## src/rtl/ahb_apb_bridge.sv

```systemverilog
// AHB-Lite slave to APB4 master bridge: one APB SETUP/ACCESS sequence per AHB single transfer,
// with wait-state insertion and a two-cycle ERROR on PSLVERR, unmapped slot or PREADY timeout.
module ahb_apb_bridge #(
  parameter int unsigned ADDR_W   = 32,
  parameter int unsigned DATA_W   = 32,
  parameter int unsigned NUM_PSLV = 4,
  parameter int unsigned PSEL_LSB = 12,
  parameter int unsigned TIMEOUT  = 255
) (
  input  logic                         hclk,
  input  logic                         hreset,
  input  logic                         hsel,
  input  logic [ADDR_W-1:0]            haddr,
  input  logic [1:0]                   htrans,
  input  logic                         hwrite,
  input  logic [2:0]                   hsize,
  input  logic [DATA_W-1:0]            hwdata,
  input  logic                         hready,
  output logic                         hreadyout,
  output logic                         hresp,
  output logic [DATA_W-1:0]            hrdata,
  output logic [ADDR_W-1:0]            paddr,
  output logic [NUM_PSLV-1:0]          psel,
  output logic                         penable,
  output logic                         pwrite,
  output logic [DATA_W-1:0]            pwdata,
  output logic [3:0]                   pstrb,
  input  logic [NUM_PSLV*DATA_W-1:0]   prdata,
  input  logic [NUM_PSLV-1:0]          pready,
  input  logic [NUM_PSLV-1:0]          pslverr
);

  // Slot field is decoded 4 bits wide so addresses past the last peripheral slot are rejected.
  localparam int unsigned SLOT_W = 4;
  localparam int unsigned IDX_W  = (NUM_PSLV > 1) ? $clog2(NUM_PSLV) : 1;
  localparam int unsigned CNT_W  = (TIMEOUT > 0) ? $clog2(TIMEOUT + 1) : 1;

  typedef enum logic [2:0] {
    IDLE   = 3'd0,
    WDATA  = 3'd1,
    SETUP  = 3'd2,
    ACCESS = 3'd3,
    ERR1   = 3'd4,
    ERR2   = 3'd5
  } state_t;

  state_t              state_q, state_d;
  logic [IDX_W-1:0]    idx_q, idx_d;
  logic [CNT_W-1:0]    cnt_q, cnt_d;

  logic                hreadyout_d;
  logic                hresp_d;
  logic [DATA_W-1:0]   hrdata_d;
  logic [ADDR_W-1:0]   paddr_d;
  logic [NUM_PSLV-1:0] psel_d;
  logic                penable_d;
  logic                pwrite_d;
  logic [DATA_W-1:0]   pwdata_d;
  logic [3:0]          pstrb_d;

  logic [SLOT_W-1:0]   slot;
  logic                slot_bad;
  logic                start;

  assign slot     = haddr[PSEL_LSB +: SLOT_W];
  assign slot_bad = (32'(slot) >= NUM_PSLV);
  assign start    = hsel & hready & htrans[1];

  function automatic logic [3:0] strb_of(input logic [2:0] size, input logic [1:0] a);
    case (size)
      3'd0:    strb_of = 4'b0001 << a;
      3'd1:    strb_of = a[1] ? 4'b1100 : 4'b0011;
      default: strb_of = 4'b1111;
    endcase
  endfunction

  always_comb begin
    state_d     = state_q;
    idx_d       = idx_q;
    cnt_d       = cnt_q;
    hreadyout_d = hreadyout;
    hresp_d     = hresp;
    hrdata_d    = hrdata;
    paddr_d     = paddr;
    psel_d      = psel;
    penable_d   = penable;
    pwrite_d    = pwrite;
    pwdata_d    = pwdata;
    pstrb_d     = pstrb;

    unique case (state_q)
      IDLE: begin
        hreadyout_d = 1'b1;
        hresp_d     = 1'b0;
        if (start) begin
          paddr_d     = haddr;
          pwrite_d    = hwrite;
          pstrb_d     = hwrite ? strb_of(hsize, haddr[1:0]) : 4'b0000;
          idx_d       = slot[IDX_W-1:0];
          hreadyout_d = 1'b0;
          if (slot_bad) begin
            hresp_d = 1'b1;
            state_d = ERR1;
          end else if (hwrite) begin
            state_d = WDATA;
          end else begin
            psel_d  = NUM_PSLV'(1) << slot[IDX_W-1:0];
            state_d = SETUP;
          end
        end
      end
      WDATA: begin
        pwdata_d = hwdata;
        psel_d   = NUM_PSLV'(1) << idx_q;
        state_d  = SETUP;
      end
      SETUP: begin
        penable_d = 1'b1;
        cnt_d     = '0;
        state_d   = ACCESS;
      end
      ACCESS: begin
        if (pready[idx_q]) begin
          psel_d    = '0;
          penable_d = 1'b0;
          if (pslverr[idx_q]) begin
            hresp_d = 1'b1;
            state_d = ERR1;
          end else begin
            hreadyout_d = 1'b1;
            if (!pwrite) hrdata_d = prdata[idx_q*DATA_W +: DATA_W];
            state_d = IDLE;
          end
        end else if (TIMEOUT != 0 && cnt_q == CNT_W'(TIMEOUT - 1)) begin
          psel_d    = '0;
          penable_d = 1'b0;
          hresp_d   = 1'b1;
          state_d   = ERR1;
        end else if (cnt_q != {CNT_W{1'b1}}) begin
          cnt_d = cnt_q + CNT_W'(1);
        end
      end
      ERR1: begin
        hreadyout_d = 1'b1;
        state_d     = ERR2;
      end
      ERR2: begin
        hresp_d = 1'b0;
        state_d = IDLE;
      end
      default: begin
        psel_d      = '0;
        penable_d   = 1'b0;
        hreadyout_d = 1'b1;
        hresp_d     = 1'b0;
        state_d     = IDLE;
      end
    endcase
  end

  // Reset drops APB handshakes immediately, even mid-transfer.
  always_ff @(posedge hclk or posedge hreset) begin
    if (hreset) begin
      state_q   <= IDLE;
      idx_q     <= '0;
      cnt_q     <= '0;
      hreadyout <= 1'b1;
      hresp     <= 1'b0;
      hrdata    <= '0;
      paddr     <= '0;
      psel      <= '0;
      penable   <= 1'b0;
      pwrite    <= 1'b0;
      pwdata    <= '0;
      pstrb     <= '0;
    end else begin
      state_q   <= state_d;
      idx_q     <= idx_d;
      cnt_q     <= cnt_d;
      hreadyout <= hreadyout_d;
      hresp     <= hresp_d;
      hrdata    <= hrdata_d;
      paddr     <= paddr_d;
      psel      <= psel_d;
      penable   <= penable_d;
      pwrite    <= pwrite_d;
      pwdata    <= pwdata_d;
      pstrb     <= pstrb_d;
    end
  end

endmodule

```

## config.mk

```make
export PLATFORM = sky130hd
export DESIGN_NAME = ahb_apb_bridge
export DESIGN_NICKNAME = d
export VERILOG_FILES = /design/src/rtl/ahb_apb_bridge.sv
export SDC_FILE = /design/constraint.sdc
export NUM_CORES = 1
export LEC_CHECK = 0
export CORE_AREA = 4 4 121 123
export DETAILED_ROUTE_END_ITERATION = 10
export DIE_AREA = 0 0 125 127
export DONT_BUFFER_PORTS = 1
export PLACE_DENSITY = 0.61
export SLEW_MARGIN = 20
export SYNTH_ARGS = -nofsm -noshare
export SYNTH_HDL_FRONTEND = slang
export SYNTH_SLANG_ARGS = --single-unit
```

## constraint.sdc

```tcl
create_clock -name hclk -period 5.7 [get_ports hclk]
set_input_delay 1.14 -clock hclk [delete_from_list [all_inputs] [get_ports hclk]]
set_output_delay 1.14 -clock hclk [all_outputs]
set_load 0.01 [all_outputs]
```

# Word level (Yosys, flattened, before mapping)
# Index checks and enable logic that the tools add are counted.
totals:
  ff_bits: 121
  latch_bits: 0
  ramBits: 0
  romBits: 0
  in_bits: 210
  out_inout_bits: 108
  elab_cells: 97
  mem_count: 0
classes:
  n_addsub: 1
  multipliers: 0
  div_mod_pow: 0
  n_lt_le_gt_ge: 2
  n_eq_ne: 18
  n_shift: 4
  mux: 37
  bitwise: 8
  n_reduce_logical: 15
ops:
  columns: ["cell", "n"]
  rows:
  - ["indexed part select 128 x 8 -> 32 bit", 1]
  - ["two-way mux 4 bit", 7]
  - ["two-way mux 8 bit", 3]
  - ["!= test 2 bit, second input constant", 8]
  - ["one-hot mux 4 bit (4 select lines)", 1]
  - ["one-hot mux 8 bit (2 select lines)", 1]
  - ["two-way mux 3 bit", 5]
  - ["one-hot mux 3 bit (5 select lines)", 1]
  - ["two-way mux 1 bit", 12]
  - ["<< shifter 1 x 2 -> 4 bit, first input constant", 3]
  - ["one-hot mux 1 bit (3 select lines)", 3]
  - ["OR reduction 3 bit", 3]
  - ["adder 8 x 1 -> 8 bit, second input constant", 1]
  - ["equality test 8 bit, second input constant", 1]
  - ["!= test 8 bit, second input constant", 1]
  - ["one-hot mux 4 bit (2 select lines)", 1]
  - ["AND reduction 4 bit", 2]
  - ["equality test 3 x 1 -> 1 bit, second input constant", 2]
  - ["equality test 3 x 2 -> 1 bit, second input constant", 2]
  - ["equality test 3 bit, second input constant", 2]
  - ["zero test 3 bit", 2]
  - ["!= test 3 bit, second input constant", 2]
  - ["inverter 1 bit", 6]
  - ["AND reduction 2 bit", 3]
  - ["9 further kinds", 12]

# Longest topological paths before layout
depth:
  word_depth: 5
  ltp_mapped: 7
  depth_no_buf: 6

# Worst setup path after synthesis
# No wires, ideal clock.
synth_timing:
  kind: "in2reg"
  start: "input pready[3]"
  end: "register psel[0]"
  setup_ns: 0.125
  arrival_ns: 2.480
  t_required_ns: 5.575
  slack_ns: 3.095
  stages: 4
  n_path_buf: 0
  path_cell_list: "mux4_2 a211o_1 o2111ai_2 mux2_2"
synth_via:
  elab_chain_cells: 4
  word_cells_on_any_way: 6
  cone_classes: "eq/ne: 1; mux: 4; reduce/logical: 1"
synth_lines:
  columns: ["item", "line", "rtl"]
  rows:
  - ["from (decl)", "29", "input logic [NUM_PSLV-1:0] pready,"]
  - ["binary-select mux 1 bit (select 2 bit) *", "123", "if (pready[idx_q]) begin"]
  - ["two-way mux 1 bit (not written as such) *", "123", null]
  - ["!= test 3 bit (no line) or two-way mux 4 bit (tied branches)", null, null]
  - ["AND reduction 5 bit (no line) or one-hot mux 4 bit (4 select lines) (tied branches)", null, null]
  - ["to (signal assigned)", "184", "psel <= psel_d;"]
  - ["to (decl)", "23", "output logic [NUM_PSLV-1:0] psel,"]
# Every way passes the cells marked *; elsewhere a longest branch is shown, timed or not. The select of a mux whose other input is x is not followed.
# A chain may end at the register's enable or synchronous reset.

==> impl_metrics.csv <==
group,metric,value,unit
routing,wl_per_cell,25.1,um
placed_design,port_buffers,0,
critical_path,cp_slowest_cell,"dfrtp_2",
global_routing,grt_pass1_vias,4204,
clocking,path_clk_slew,0.05,ns
critical_path,reg2reg_slack,2.62,ns
logic_synthesis,synthXorXnorAreaFrac,0,%
clocking,cts_setup_buffers,0,
logic_synthesis,synth_top_family_by_area,"multiplexers",
pwr,p_sw_share,36.2,%
routing,drc,0,
global_routing,grt_max_degree,64,
logic_synthesis,avgSynthCellArea,12.3,sq um
global_routing,grt_use_total,20.7,%
die,boundaryPins,318,
pwr,p_per_area,584,nW/um^2
logic_synthesis,syn_area,5830,sq um
job,drv_cap,0,
routing,drt_iter0_drc,152,
clocking,ctsResizeCount,0,
logic_synthesis,synthSimpleGateAreaFrac,12.5,%
placed_design,place.gp.congestion,0.886,
routing,drt_wl_total,16.8,mm
pwr,sequentialPowerShare,47.6,%
logic_synthesis,synth-edff-count,0,
pwr,p_leak,2.87,nW
sta,hold_violations,0,
status,status,"complete, no violations",
critical_path,crit_buf_inv,2,
critical_path,critPathLaunchType,"flop",
pwr,ir_drop,0.297,mV
sta,fin_worst_skew,0.00839,ns
global_routing,grt_pass1_wl,25.2,mm
cells_and_area,syn2layout_area_growth,12.6,%
critical_path,critPathKind,"flop to flop",
min_path,hp-class,"flop to flop",
logic_synthesis,synth_seq_cells,119,
clocking,clk_path_buf_depth,2,
global_routing,grt-ovfl-total,0,
cells_and_area,drive_above_1_share,30.6,%
clocking,htreeDepth,4,
routing,drtPass1Iterations,4,
die,chipHeight,127,um
logic_synthesis,yosys_warnings,0,
sta,finalMaxSlewViolations,0,
logic_synthesis,synthMuxAreaShare,28.0,%
clocking,tritoncts,"done",
die,start_util,42.7,%
clocking,clkLatencyLatePin,0.40,ns
pwr,intPower,2.45,mW
pwr,p_comb_share,24.8,%
routing,via_per_inst,5.93,
die,rows,43,
placed_design,dpl.hpwl,13.0,mm
pwr,clkPwrFrac,27.5,%
logic_synthesis,synth_compound_area_share,5.19,%
sta,fin_tns_setup,0,ns
die,die_area,15900,sq um
critical_path,cp-end-kind,"flop",
routing,ant_nets,0,
logic_synthesis,synth-adder-area-share,0.429,%
clocking,cts_hold_buf,0,
pwr,switchingPower,1.39,mW
logic_synthesis,ys_seq_area_share,51.1,%
cells_and_area,final_cell_mix,"dfrtp_1 (116), nand2_1 (113), mux2_2 (66)",
clocking,clock_sinks,119,
logic_synthesis,synth_ff_type,"dfrtp_1",
routing,routed-via-count,3964,
sta,finalSetupViolations,0,
critical_path,crit_fanout,32,
sta,relSlewSlack,31.6,%
sta,max_clock_freq,324,MHz
die,coreArea,13700,sq um
critical_path,cp.arrival,3.37,ns
critical_path,crit_family,"multiplexers",
sta,period_needed,3.08,ns
global_routing,antenna_found_initial,4,
critical_path,max_stage_delay,0.79,ns
critical_path,required,5.98,ns
die,die_w,125,um
cells_and_area,fin_util,48.1,%
logic_synthesis,ys_async_sr_fraction,100,%
clocking,numCtsBuffers,17,
sta,worst_pin_slew,1.01,ns
clocking,cts-root-buf,"clkbuf_16",
logic_synthesis,syn_inst,474,
sta,post-route-period-util,54.1,%
sta,rsz0062_at_grt,"no",
logic_synthesis,synthesis.nets,686,
cells_and_area,final_common_cell,"dfrtp_1",
critical_path,path_cells,"buf_4, mux4_2, nor4_4, buf_4, mux2_2",
cells_and_area,nNetsFinal,683,
logic_synthesis,synth_cell_types,49,
critical_path,path_common_cell,"buf_4",
==> cell families (layout without fill, tap and decap cells) <==
group | count (synthesis) | after routing
mux | 112 | 112
simple gates | 164 | 164
other cells | 0 | 4
fa+ha+maj | 2 | 2
flops | 119 | 119
buf+inv | 35 | 45
compound gates | 42 | 42
==> final cells by class <==
cell class / instances / area [sq um]
clock inverter: 12 / 141
clock buffer: 20 / 447
sequential: 119 / 2980
timing repair buffer: 5 / 37.5
inverter: 8 / 32.5
fill: 1254 / 7090
tap: 180 / 225
multi-input combinational: 320 / 2700
antenna: 4 / 10.0
==> per-layer routing <==
metal | track usage (%) | wire length (um) | vias to the layer above
met2 | 33.8 | 8390 | 256
met1 | 24.2 | 6180 | 1971
met4 | 6.57 | 333 | 0
met3 | 9.99 | 1860 | 26
li1 | - | - | 1711
met5 | 0 | 0 | -
==> Yosys cell counts (2+ instances only) <==
library cell,instances,area share (%)
mux4_2,34,13
and3_1,3,0.32
inv_1,7,0.45
ha_1,2,0.43
nand2_1,113,7.3
a211oi_1,2,0.26
o31ai_1,3,0.39
a21o_1,4,0.51
clkbuf_1,14,0.90
nand2b_1,5,0.54
a21oi_1,5,0.43
o211ai_1,2,0.26
a2111oi_2,2,0.51
or2_2,2,0.21
or3_1,2,0.21
nand4_1,2,0.21
dfrtp_1,118,51
nor4_1,2,0.21
a211o_1,2,0.30
mux2_1,3,0.58
o21ai_0,14,1.2
buf_2,8,0.69
nor3_1,5,0.43
nor2_1,11,0.71
nand3_1,10,0.86
mux2i_1,9,1.5
mux2_2,66,13
buf_6,3,0.58
==> through the flow <==
stage	instances	cell area [sq um]	hold slack [ns]	total power, mW	setup WS, ns
floorplan	474	5830	0.507	2.52	1.40
global placement	632	5970	0.537	2.77	2.63
detailed placement	632	5970	0.536	2.81	2.56
CTS	664	6560	0.552	3.90	2.55
global route	668	6570	0.564	4.08	2.37
finish	668	6570	0.549	3.84	2.62
==> worst register-to-register path: stages (launching register included) <==
cell	delay [ns]
dfrtp_2	0.79
buf_4	0.48
mux4_2	0.67
nor4_4	0.17
buf_4	0.43
mux2_2	0.42
==> registers in the layout, summed over array words and instances, names as in the netlist <==
| name | count |
|---|---|
| hrdata | 32 |
| paddr | 32 |
| pwdata | 32 |
| cnt_q | 8 |
| psel | 4 |
| pstrb | 4 |
| state_q | 3 |
| hreadyout | 1 |
| hresp | 1 |
| penable | 1 |
| pwrite | 1 |
==> power by group through the flow <==
stage	Sequential [mW]	Combinational, mW	Clock [mW]
5_1_grt	1.89	1.06	1.13
6_report	1.83	0.954	1.06
2_1_floorplan	1.61	0.913	0
3_3_place_gp	1.84	0.926	0
3_5_place_dp	1.84	0.972	0
4_1_cts	1.84	0.967	1.09
==> worst paths after layout <==
path	depth (start not counted)	endpoint	startpoint
worst max-delay path	5	hrdata[11]	paddr[12]
worst min-delay path	2	paddr[1]	paddr[1]
worst max register to register	5	hrdata[11]	paddr[12]
worst min register to register	2	paddr[1]	paddr[1]
max in group asynchronous	2	pwdata[3]	hreset
min in group asynchronous	1	pwdata[9]	hreset
Note: power is estimated with default switching activity, not from simulation.
